$ cat src/rtl/soc_system_sysid_pkg.sv
// Shared constants for the system-identification register bank.
// Holds the word-address map, CAPS field offsets, the legal READ_LATENCY
// range and a helper that assembles the CAPS word.
package soc_system_sysid_pkg;

  // Word-address map
  localparam int unsigned AddrId        = 0;
  localparam int unsigned AddrTimestamp = 1;
  localparam int unsigned AddrScratch   = 2;
  localparam int unsigned AddrCaps      = 3;
  localparam int unsigned AddrUptimeLo  = 4;
  localparam int unsigned AddrUptimeHi  = 5;
  localparam int unsigned AddrInfoBase  = 6;

  // CAPS field offsets
  localparam int unsigned CapsUptimeBit = 0;
  localparam int unsigned CapsLatLsb    = 2;
  localparam int unsigned CapsNinfoLsb  = 8;
  localparam int unsigned CapsAddrwLsb  = 16;

  // Legal READ_LATENCY range
  localparam int unsigned ReadLatMin = 1;
  localparam int unsigned ReadLatMax = 3;

  function automatic logic [31:0] caps_word(input bit          uptime,
                                            input int unsigned lat,
                                            input int unsigned ninfo,
                                            input int unsigned addrw);
    logic [31:0] w;
    w = '0;
    w[CapsUptimeBit]       = uptime;
    w[CapsLatLsb +: 2]     = lat[1:0];
    w[CapsNinfoLsb +: 8]   = ninfo[7:0];
    w[CapsAddrwLsb +: 8]   = addrw[7:0];
    return w;
  endfunction

endpackage

$ cat src/rtl/soc_system_sysid_rdpipe.sv
// Fixed-latency read-response pipeline.
// Shifts a valid strobe and its data through LATENCY register stages. Data is
// zeroed whenever the accompanying valid is low, so the output data is 0 on
// every cycle without a response.
// Ports:
//   clock     - sole clock
//   reset_n   - synchronous active-low reset, flushes all stages
//   in_valid  - read accepted this cycle
//   in_data   - decoded read data for the accepted read
//   out_valid - response strobe, LATENCY cycles after in_valid
//   out_data  - response data, 0 when out_valid is low
module soc_system_sysid_rdpipe #(
  parameter int unsigned LATENCY = 1
) (
  input  logic        clock,
  input  logic        reset_n,
  input  logic        in_valid,
  input  logic [31:0] in_data,
  output logic        out_valid,
  output logic [31:0] out_data
);

  logic [LATENCY-1:0] valid_q;
  logic [31:0]        data_q [LATENCY];

  always_ff @(posedge clock) begin
    if (!reset_n) begin
      valid_q <= '0;
      for (int i = 0; i < LATENCY; i++) begin
        data_q[i] <= '0;
      end
    end else begin
      valid_q[0] <= in_valid;
      data_q[0]  <= in_valid ? in_data : 32'h0;
      for (int i = 1; i < LATENCY; i++) begin
        valid_q[i] <= valid_q[i-1];
        data_q[i]  <= data_q[i-1];
      end
    end
  end

  assign out_valid = valid_q[LATENCY-1];
  assign out_data  = data_q[LATENCY-1];

endmodule

$ cat src/rtl/soc_system_sysid_regs.sv
// System-identification register bank, Avalon-MM slave without waitrequest.
// Returns ID, build timestamp, CAPS and build-info words, provides a byte-
// enabled scratch register and, when the macro SYSID_UPTIME_EN is defined, a
// free-running 64-bit uptime counter read atomically as LO then HI (shadow).
// Ports:
//   clock, reset_n          - clock and synchronous active-low reset
//   address                 - word address
//   read, write             - requests; write wins when both are asserted
//   writedata, byteenable   - write data and byte lanes
//   readdata, readdatavalid - response, READ_LATENCY cycles after accept
module soc_system_sysid_regs
  import soc_system_sysid_pkg::*;
#(
  parameter logic [31:0] ID_VALUE     = 32'h0000_00A5,
  parameter logic [31:0] TIMESTAMP    = 32'h5DA0_0000,
  parameter int unsigned ADDR_W       = 4,
  parameter int unsigned NUM_INFO     = 2,
  parameter logic [((NUM_INFO > 0) ? NUM_INFO : 1)*32-1:0] INFO_WORDS = '0,
  parameter int unsigned READ_LATENCY = 1
) (
  input  logic              clock,
  input  logic              reset_n,
  input  logic [ADDR_W-1:0] address,
  input  logic              read,
  input  logic              write,
  input  logic [31:0]       writedata,
  input  logic [3:0]        byteenable,
  output logic [31:0]       readdata,
  output logic              readdatavalid
);

  if (READ_LATENCY < ReadLatMin || READ_LATENCY > ReadLatMax) begin : g_lat_check
    $error("READ_LATENCY out of range");
  end

`ifdef SYSID_UPTIME_EN
  localparam bit UptimeEn = 1'b1;
`else
  localparam bit UptimeEn = 1'b0;
`endif

  localparam logic [31:0] Caps = caps_word(UptimeEn, READ_LATENCY, NUM_INFO, ADDR_W);

  // A simultaneous write drops the read.
  logic rd_accept;
  assign rd_accept = read & ~write;

  // Scratch register
  logic [31:0] scratch_q, scratch_d;

  always_comb begin
    scratch_d = scratch_q;
    if (write && address == ADDR_W'(AddrScratch)) begin
      for (int b = 0; b < 4; b++) begin
        if (byteenable[b]) scratch_d[8*b +: 8] = writedata[8*b +: 8];
      end
    end
  end

  always_ff @(posedge clock) begin
    if (!reset_n) scratch_q <= '0;
    else          scratch_q <= scratch_d;
  end

  // Uptime counter and high-word shadow
  logic [31:0] uptime_lo, uptime_hi;

`ifdef SYSID_UPTIME_EN
  logic [63:0] cnt_q, cnt_d;
  logic [31:0] shadow_q, shadow_d;

  always_comb begin
    cnt_d    = cnt_q + 64'd1;
    shadow_d = shadow_q;
    if (write && address == ADDR_W'(AddrUptimeLo) && byteenable != 4'h0) cnt_d = '0;
    // LO read captures HI of the same sample so the pair reads atomically.
    if (rd_accept && address == ADDR_W'(AddrUptimeLo)) shadow_d = cnt_q[63:32];
  end

  always_ff @(posedge clock) begin
    if (!reset_n) begin
      cnt_q    <= '0;
      shadow_q <= '0;
    end else begin
      cnt_q    <= cnt_d;
      shadow_q <= shadow_d;
    end
  end

  assign uptime_lo = cnt_q[31:0];
  assign uptime_hi = shadow_q;
`else
  assign uptime_lo = '0;
  assign uptime_hi = '0;
`endif

  // Combinational read decode
  logic [31:0] rd_data;

  always_comb begin
    rd_data = '0;
    case (address)
      ADDR_W'(AddrId):        rd_data = ID_VALUE;
      ADDR_W'(AddrTimestamp): rd_data = TIMESTAMP;
      ADDR_W'(AddrScratch):   rd_data = scratch_q;
      ADDR_W'(AddrCaps):      rd_data = Caps;
      ADDR_W'(AddrUptimeLo):  rd_data = uptime_lo;
      ADDR_W'(AddrUptimeHi):  rd_data = uptime_hi;
      default: begin
        for (int i = 0; i < NUM_INFO; i++) begin
          if (address == ADDR_W'(AddrInfoBase + i)) rd_data = INFO_WORDS[32*i +: 32];
        end
      end
    endcase
  end

  soc_system_sysid_rdpipe #(
    .LATENCY (READ_LATENCY)
  ) u_rdpipe (
    .clock     (clock),
    .reset_n   (reset_n),
    .in_valid  (rd_accept),
    .in_data   (rd_data),
    .out_valid (readdatavalid),
    .out_data  (readdata)
  );

endmodule
$ cat config.mk
export PLATFORM = sky130hd
export DESIGN_NAME = soc_system_sysid_regs
export DESIGN_NICKNAME = d
export VERILOG_FILES = /design/src/rtl/soc_system_sysid_pkg.sv /design/src/rtl/soc_system_sysid_rdpipe.sv /design/src/rtl/soc_system_sysid_regs.sv
export SDC_FILE = /design/constraint.sdc
export NUM_CORES = 1
export LEC_CHECK = 0
export CORE_MARGIN = 5
export CORE_UTILIZATION = 40
export CTS_CLUSTER_SIZE = 8
export DETAILED_ROUTE_END_ITERATION = 8
export HOLD_SLACK_MARGIN = 0.1
export PLACE_DENSITY = 0.74
export RECOVER_POWER = 50
export SYNTH_ARGS = -nofsm -noshare
export SYNTH_HDL_FRONTEND = slang
export SYNTH_HIERARCHICAL = 1
export SYNTH_SLANG_ARGS = --single-unit
export TNS_END_PERCENT = 30
$ cat constraint.sdc
create_clock -name clock -period 3.05 [get_ports clock]
set_input_delay 0.4575 -clock clock [delete_from_list [all_inputs] [get_ports clock]]
set_output_delay 0.4575 -clock clock [all_outputs]
set_load 0.01 [all_outputs]
==> flow_metrics.py, run 1 <==
metrics = {
    "power_and_ir_drop": {
        "peakVddDrop_v": 0.000378,
        "finalPower_mw": 1.64,
        "power_density_mw_per_mm2": 468,
        "p_leak_nw": 1.55,
    },
    "cells_and_area": {
        "antenna_cells": 0,
        "regArea_sq_mm": 0.00130,
        "syn2layout_area_growth_pct": 34.9,
        "drive_above_1_share_pct": 16.3,
        "final_nets": 378,
        "fill_cells": 581,
        "multi_input_area_sq_mm": 0.00111,
    },
    "synth": {
        "synthArstFlopShare_pct": 0,
        "synthCells": 264,
        "synth_top_area_share_pct": 50.2,
        "syn_avg_cell_area_sq_um": 9.82,
        "syn_area_sq_mm": 0.00259,
        "synth_ff_type": "dfxtp_1",
        "synth-edff-count": 0,
        "synth.area.top_cells": "dfxtp_1 (50%), mux2i_1 (12%), nand2_1 (9.4%), and3_2 (7.5%), and2_1 (4.8%)",
        "ys_seq_area_share_pct": 50.2,
        "synth.net_count": 308,
        "ys_types": 24,
        "ys_warn_count": 6,
        "yosys.area.top_type": "dfxtp_1",
        "synthTopCellsByCount": "dfxtp_1 (65), nand2_1 (65), mux2i_1 (32)",
        "synth_seq_cells": 65,
    },
    "placement": {
        "place_ws_ps": 575,
        "gp_congestion": 0.754,
        "port_buffers": 76,
        "dp_hpwl_um": 3940,
    },
    "sta": {
        "final_hold_viol_count": 0,
        "finClkSkew_ps": 7.62,
        "setup-tns-final_ps": 0,
        "slew_headroom_pct": 40.7,
        "setup_ws_ps": 731,
        "tightest_slew_ps": 887,
        "period_needed_ps": 2320,
        "fin_crit_sh_pct": 76.0,
        "setup_viol": 0,
        "slew_viol_final": 0,
        "rsz0062_at_grt": "false",
        "max_freq_mhz": 431,
    },
    "drt": {
        "viasPerCell": 4.69,
        "drc": 0,
        "vias": 1945,
        "ant_nets": 0,
        "dr.pass1.iters": 4,
        "first_iter_violations": 55,
        "totalWireLength_um": 5430,
        "wire_per_inst_um": 13.1,
    },
    "floorplan": {
        "ios": 77,
        "fp.coreArea_sq_mm": 0.00631,
        "die_area_sq_mm": 0.00819,
        "num_rows": 29,
        "chipWidth_um": 90.5,
        "die_height_um": 90.5,
        "start_util_pct": 41.0,
    },
    "grt": {
        "grt_max_degree": 53,
        "grt_pass1_wl_um": 9420,
        "grt.total_usage_pct": 14.1,
        "antenna_found_initial": 0,
        "grt_overflow": 0,
        "first_global_vias": 2003,
    },
    "job": {
        "cap_violations": 0,
    },
    "clock_tree": {
        "clockBufferDepth": 2,
        "insertion_delay_ps": 340,
        "numCtsBuffers": 9,
        "cts_tree": "yes",
        "ctsResizeCount": 0,
        "root_buffer": "clkbuf_8",
        "cts_hold_buf": 0,
        "h-tree-depth": 3,
        "post_cts_buffers": 0,
        "cts_sinks": 65,
        "clkTransAtPathRegs_ps": 70,
    },
    "critical_path": {
        "cp-start-kind": "input pin",
        "setup.worst_path.class": "in -> reg",
        "worstPathRequired_ps": 3330,
        "cp-end-kind": "register",
        "arrival_ps": 2600,
        "worstPathMaxFanout": 17,
    },
    "status": {
        "status": "finished clean",
    },
    "min_path": {
        "holdCritPathClass": "reg -> reg",
    },
}
cell usage in the layout (no fill, tap or decap), drive strengths merged:
cell type,Yosys,layout
buf,9,4
mux2i,32,32
nor3,1,1
clkdlybuf4s50,0,41
and3,37,37
a2111oi,1,1
dfxtp,65,65
clkinv,0,3
or3,1,1
nor2b,1,1
nand2,65,65
nor4b,1,1
clkbuf,7,13
inv,4,4
dlygate4sd3,0,34
a21oi,3,3
and2,20,20
a21o,7,7
nor2,5,5
layout make-up:
type	count	area share (%)
Inverter	4	0.429
Tap cell	77	2.76
Sequential cell	65	37.2
Clock inverter	3	0.429
Clock buffer	12	4.72
Multi-Input combinational cell	174	31.7
Timing Repair Buffer	80	22.7
report_power, final:
group	leakage, nW	internal (mW)	switching (mW)	total, mW
sequential	0.524	0.853	0.00177	0.855
clock	0.0980	0.353	0.309	0.661
combinational	0.932	0.0676	0.0521	0.120
through the flow:
stage / hold slack, ps / std cells / instance area (sq um) / utilization (%)
finish: 452 / 415 / 3500 / 55.4
global route: 470 / 415 / 3500 / 55.4
CTS: 454 / 415 / 3500 / 55.5
detailed placement: 447 / 400 / 3320 / 52.6
global placement: 438 / 400 / 3320 / 52.6
floorplan: 430 / 264 / 2590 / -
flip-flops by register name, indices dropped and copies added (netlist names):
signal              count
u_rdpipe/data_q        32
u_rdpipe/out_valid      1
scratch_q              32
metal layers:
metal / share of wire (%) / routed length [um] / global-route usage, % / up-vias
li1: - / - / - / 1001
met1: 45 / 2450 / 17.1 / 876
met2: 45 / 2440 / 21.4 / 62
met3: 9.0 / 489 / 7.75 / 6
met4: 0.94 / 51 / 4.09 / 0
met5: 0 / 0 / 0 / -
logic make-up after synthesis:
group                  after synthesis  synth area share, %
AOI/OAI and AO/OA                   11                 3.24
muxes                               32                 12.4
and+or+nand+nor                    131                 27.2
buffers and inverters               25                 7.00
DFF                                 65                 50.2
path summary, 6_finish.rpt:
kind | start | endpoint | slack, ps | cells after the start
max reg2reg | scratch_q[2] | u_rdpipe/data_q[0][2] | 1960 | 3
min | scratch_q[25] | scratch_q[25] | 450 | 2
max | write | u_rdpipe/data_q[0][30] | 730 | 4
min reg2reg | scratch_q[25] | scratch_q[25] | 450 | 2
critical path: stages:
cell,delay (ps)
dlygate4sd3_1,620
nor2b_1,720
clkbuf_1,510
and3_2,300
(Power assumes the default switching activity.)
==> run 2, diff against run 1 <==
--- a/config.mk
+++ b/config.mk
@@ -10,7 +10,7 @@
 export CTS_CLUSTER_SIZE = 8
 export DETAILED_ROUTE_END_ITERATION = 8
 export HOLD_SLACK_MARGIN = 0.1
-export PLACE_DENSITY = 0.74
+export PLACE_DENSITY = 0.76
 export RECOVER_POWER = 50
 export SYNTH_ARGS = -nofsm -noshare
 export SYNTH_HDL_FRONTEND = slang
==> constraint.sdc (replaced) <==
create_clock -name clock -period 1.9 [get_ports clock]
set_input_delay 0.285 -clock clock [delete_from_list [all_inputs] [get_ports clock]]
set_output_delay 0.285 -clock clock [all_outputs]
set_load 0.01 [all_outputs]
==> run 2 against run 1 <==
Effect of this change:
- non-clock buffer count increased by 5
- critical path depth is 1 higher
- setup slack got worse by 450 ps
- clock power is 75% higher
- worst hold slack got worse by 18 ps
- flip-flop and latch count stayed put
- via count rose by 1.0%
- total power grew 67%
- die area unchanged
- sequential power rose by 60%
==> flow_metrics.py, run 2 (same netlist as run 1, synthesis figures left out) <==
metrics = {
    "status": {
        "status": "finished clean",
    },
    "grt": {
        "grt.total_usage_pct": 13.6,
        "grt-busiest-layer": "met2",
        "grtUsageMet2_pct": 21.8,
        "grt.met1_usage_pct": 16.6,
        "antenna_found_initial": 0,
        "grt_pass1_wl_um": 9100,
        "first_global_vias": 1990,
        "grt_util_met3_pct": 4.50,
        "grt_max_degree": 37,
        "grt_overflow": 0,
    },
    "clock_tree": {
        "root_buffer": "clkbuf_8",
        "clockBufferDepth": 2,
        "cts_sinks": 65,
        "cts_hold_buf": 0,
        "h-tree-depth": 3,
        "insertion_delay_ps": 330,
        "post_cts_buffers": 0,
        "clkTransAtPathRegs_ps": 70,
        "ctsResizeCount": 0,
        "cts_tree": "yes",
        "numCtsBuffers": 9,
    },
    "critical_path": {
        "worstPathRequired_ps": 2150,
        "worstPathMaxFanout": 11,
        "arrival_ps": 1870,
        "setup.worst_path.class": "in -> reg",
        "cp-start-kind": "input pin",
        "reg2reg_slack_ps": 880,
        "cp-end-kind": "register",
    },
    "drt": {
        "drc": 0,
        "dr.pass1.iters": 4,
        "viasPerCell": 4.68,
        "totalWireLength_um": 5410,
        "wire_per_inst_um": 12.9,
        "ant_nets": 0,
        "vias": 1965,
        "first_iter_violations": 30,
    },
    "cells_and_area": {
        "instances_no_fill": 420,
        "syn2layout_area_growth_pct": 37.6,
        "regArea_sq_mm": 0.00130,
        "drive_above_1_share_pct": 17.8,
        "antenna_cells": 0,
        "fill_cells": 585,
        "multi_input_area_sq_mm": 0.00111,
        "layout_common_cells": "nand2_1 (65), dfxtp_1 (65), clkdlybuf4s50_1 (44)",
        "fin_area_sq_mm": 0.00356,
        "final_nets": 383,
    },
    "power_and_ir_drop": {
        "p_leak_nw": 1.58,
        "power_density_mw_per_mm2": 766,
        "peakVddDrop_v": 0.000462,
        "finalPower_mw": 2.73,
    },
    "floorplan": {
        "num_rows": 29,
        "ios": 77,
        "start_util_pct": 41.0,
        "die_height_um": 90.5,
        "die_area_sq_mm": 0.00819,
        "fp.coreArea_sq_mm": 0.00631,
        "chipWidth_um": 90.5,
    },
    "min_path": {
        "holdCritPathClass": "in -> reg",
    },
    "placement": {
        "port_buffers": 76,
        "gp_congestion": 0.743,
        "postPlaceCellArea_sq_mm": 0.00337,
        "dp_hpwl_um": 3850,
        "dp_cells": 405,
    },
    "sta": {
        "slew_headroom_pct": 66.7,
        "fin_crit_sh_pct": 85.0,
        "hold_slack_ps": 434,
        "max_freq_mhz": 619,
        "setup-tns-final_ps": 0,
        "finClkSkew_ps": 8.42,
        "rsz0062_at_grt": "false",
        "final_hold_viol_count": 0,
        "setup_viol": 0,
        "tightest_slew_ps": 499,
        "slew_viol_final": 0,
        "period_needed_ps": 1620,
    },
    "job": {
        "cap_violations": 0,
    },
}
-- run 2: final timing paths --
path	from	endpoint	depth (start not counted)
setup / recovery	address[0]	scratch_q[24]	5
hold / removal	reset_n	scratch_q[19]	3
setup reg to reg	scratch_q[2]	u_rdpipe/data_q[0][2]	3
hold reg to reg	scratch_q[15]	scratch_q[15]	2
-- run 2: power breakdown --
| group | total (mW) | switching, mW | leakage, nW | internal, mW |
|---|---|---|---|---|
| Sequential | 1.37 | 0.00306 | 0.524 | 1.37 |
| Combinational | 0.203 | 0.0849 | 0.955 | 0.118 |
| Clock | 1.16 | 0.490 | 0.102 | 0.667 |
-- run 2: final cells by class --
cell class              count  share of cell area, %
repair buffers             85                   23.7
multi-input cells         174                   31.2
inverters                   4                  0.421
well taps                  77                   2.70
clock inverters             3                   1.12
flip-flops and latches     65                   36.5
clock buffers              12                   4.35
-- run 2: through the flow --
stage	worst slack, ps	utilization, %
floorplan	615	-
global placement	17.2	53.4
detailed placement	-53.0	53.4
CTS	288	56.5
global route	179	56.5
finish	285	56.5
-- run 2: critical path, cell delays in order --
cell             delay [ps]
clkdlybuf4s50_1         470
nor4b_4                 320
buf_4                   210
and3_2                  350
mux2i_1                 220
-- run 2: routing by layer --
metal  part of all wire (%)  up-vias
met4                    1.3        0
met2                     46       51
met5                      0        -
met1                     47      900
met3                    5.5        6
li1                       -     1008
==> run 3, diff against run 2 <==
--- a/config.mk
+++ b/config.mk
@@ -5,6 +5,7 @@
 export SDC_FILE = /design/constraint.sdc
 export NUM_CORES = 1
 export LEC_CHECK = 0
+export ABC_AREA = 1
 export CORE_MARGIN = 5
 export CORE_UTILIZATION = 40
 export CTS_CLUSTER_SIZE = 8
==> run 3 against run 2 <==
Effect of this change:
- sequential power hardly changed
- wire length up 3.8%
- sequential share of layout area shrank 0.75 points
- non-clock buffer count fell by 1
- die area increased by 1.4%
- combinational power shrank 3%
- maximum frequency is 2.5% higher
- total power increased by 9.5%
- via count rose by 11%
- first-iteration DRC count up 93%
- final cell count rose by 22%
==> flow_metrics.py, run 3 <==
metrics = {
    "cells_and_area": {
        "fill_cells": 610,
        "antenna_cells": 0,
        "drive_above_1_share_pct": 12.8,
        "syn2layout_area_growth_pct": 38.3,
        "final_nets": 476,
        "instances_no_fill": 514,
        "layout_common_cells": "nor2_1 (90), clkdlybuf4s50_1 (75), nand2_1 (68)",
        "layout_commonest_cell": "nor2_1",
        "post-route-util_pct": 57.0,
    },
    "synth": {
        "synthTopCellsByCount": "nor2_1 (87), inv_1 (67), nand2_1 (66)",
        "synth.net_count": 393,
        "synthCells": 349,
        "ys_types": 19,
        "synth_top_area_share_pct": 49.4,
        "syn_area_sq_mm": 0.00263,
        "synthArstFlopShare_pct": 0,
        "synth_seq_cells": 65,
        "syn_avg_cell_area_sq_um": 7.54,
        "synth_ff_type": "dfxtp_1",
        "synth.area.top_cells": "dfxtp_1 (49%), nor2_1 (12%), inv_1 (9.6%), nand2_1 (9.4%), nor2_2 (6.9%)",
        "ys_seq_area_share_pct": 49.4,
        "synth.most_common_cell": "nor2_1",
        "synth-edff-count": 0,
        "yosys.area.top_type": "dfxtp_1",
        "ys_warn_count": 6,
    },
    "power_and_ir_drop": {
        "peakVddDrop_v": 0.000416,
        "switchingPower_uw": 606,
        "swShare_pct": 20.3,
        "p_comb_share_pct": 6.5,
        "clockPowerShare_pct": 47.5,
        "p_leak_nw": 1.57,
        "power_density_mw_per_mm2": 822,
        "finalPower_mw": 2.99,
        "power.internal_mw": 2.39,
        "seqPwrFrac_pct": 46.0,
    },
    "floorplan": {
        "ios": 77,
        "fp.coreArea_sq_mm": 0.00639,
        "start_util_pct": 41.2,
        "die_area_sq_mm": 0.00830,
        "chipWidth_um": 91.1,
        "die_height_um": 91.1,
        "num_rows": 29,
    },
    "grt": {
        "antenna_found_initial": 0,
        "first_global_vias": 2145,
        "grt_overflow": 0,
        "grt.total_usage_pct": 14.4,
        "grt_pass1_wl_um": 9540,
        "grt_max_degree": 33,
    },
    "clock_tree": {
        "ctsResizeCount": 0,
        "h-tree-depth": 3,
        "cts_hold_buf": 0,
        "clkTransAtPathRegs_ps": 70,
        "post_cts_buffers": 0,
        "cts_tree": "yes",
        "root_buffer": "clkbuf_8",
        "clockBufferDepth": 2,
        "cts_sinks": 65,
        "insertion_delay_ps": 330,
        "numCtsBuffers": 9,
    },
    "drt": {
        "wire_per_inst_um": 10.9,
        "viasPerCell": 4.23,
        "first_iter_violations": 58,
        "ant_nets": 0,
        "vias": 2172,
        "dr.pass1.iters": 5,
        "totalWireLength_um": 5620,
        "drc": 0,
    },
    "sta": {
        "setup-tns-final_ps": 0,
        "hold_slack_ps": 517,
        "setup_viol": 0,
        "period_needed_ps": 1580,
        "slew_headroom_pct": 68.2,
        "rsz0062_at_grt": "false",
        "slew_viol_final": 0,
        "fin_crit_sh_pct": 83.0,
        "max_freq_mhz": 634,
        "finClkSkew_ps": 3.71,
        "tightest_slew_ps": 476,
        "final_hold_viol_count": 0,
    },
    "critical_path": {
        "r2r_end": "u_rdpipe/data_q[0][23]",
        "r2r_start": "scratch_q[23]",
        "reg2reg_slack_ps": 1100,
        "worstPathMaxFanout": 16,
        "crit_start": "address[0]",
        "cp-end-kind": "register",
        "setup.worst_path.class": "in -> reg",
        "reg2regPathDepth": 4,
        "cp-start-kind": "input pin",
        "cp-endpoint": "scratch_q[26]",
        "worstPathRequired_ps": 2120,
        "arrival_ps": 1800,
    },
    "placement": {
        "port_buffers": 76,
        "dp_cells": 498,
        "dp_hpwl_um": 4100,
        "gp_congestion": 0.765,
    },
    "status": {
        "status": "finished clean",
    },
    "job": {
        "cap_violations": 0,
    },
    "min_path": {
        "holdCritPathClass": "reg -> reg",
    },
}
run 3: layer usage:
metal	vias to the layer above	track usage [%]	wire length [um]
li1	1163	-	-
met4	0	7.46	72
met5	-	0	0
met2	67	24.2	2740
met1	935	16.5	2440
met3	7	4.05	360
run 3: how the worst min path moves through the flow:
| stage | from | to | slack (ps) | cells after the start |
|---|---|---|---|---|
| 2_1_floorplan | reset_n | scratch_q[10] | 410 | 2 |
| 3_3_place_gp | scratch_q[26] | scratch_q[26] | 500 | 4 |
| 3_5_place_dp | scratch_q[27] | scratch_q[27] | 500 | 4 |
| 4_1_cts | writedata[10] | scratch_q[10] | 520 | 3 |
| 5_1_grt | writedata[10] | scratch_q[10] | 520 | 3 |
| 6_report | scratch_q[15] | scratch_q[15] | 520 | 4 |
run 3: power by group through the flow:
stage	clock, mW	combinational (mW)	sequential (mW)
2_1_floorplan	0	0.0802	1.41
3_3_place_gp	0	0.207	1.41
3_5_place_dp	0	0.209	1.41
4_1_cts	1.45	0.210	1.38
5_1_grt	1.53	0.215	1.38
6_report	1.42	0.196	1.38
run 3: layout make-up:
class,count,area (sq um),area share (%)
Timing Repair Buffer,84,816,22.4
Clock buffer,11,141,3.88
Multi-Input combinational cell,204,927,25.5
Sequential cell,65,1300,35.8
Clock inverter,5,103,2.82
Tap cell,77,96.3,2.65
Inverter,68,255,7.01
run 3: metrics by stage:
step	cell area (sq um)	setup WS [ps]
global placement	3460	179
global route	3640	209
finish	3640	324
detailed placement	3460	143
CTS	3700	392
floorplan	2630	740
run 3: critical path: stages:
cell	delay (ps)
dlygate4sd3_1	650
nor2_8	210
nand4_2	350
nor2_1	230
nor2_1	70
run 3: cell families (layout without fill, tap and decap cells):
family / after synthesis / in the layout / synth area share (%)
flip-flops: 65 / 65 / 49.4
AND/OR/NAND/NOR: 191 / 191 / 33.8
buffers and inverters: 80 / 168 / 14.2
AO/OA/AOI/OAI: 13 / 13 / 2.57
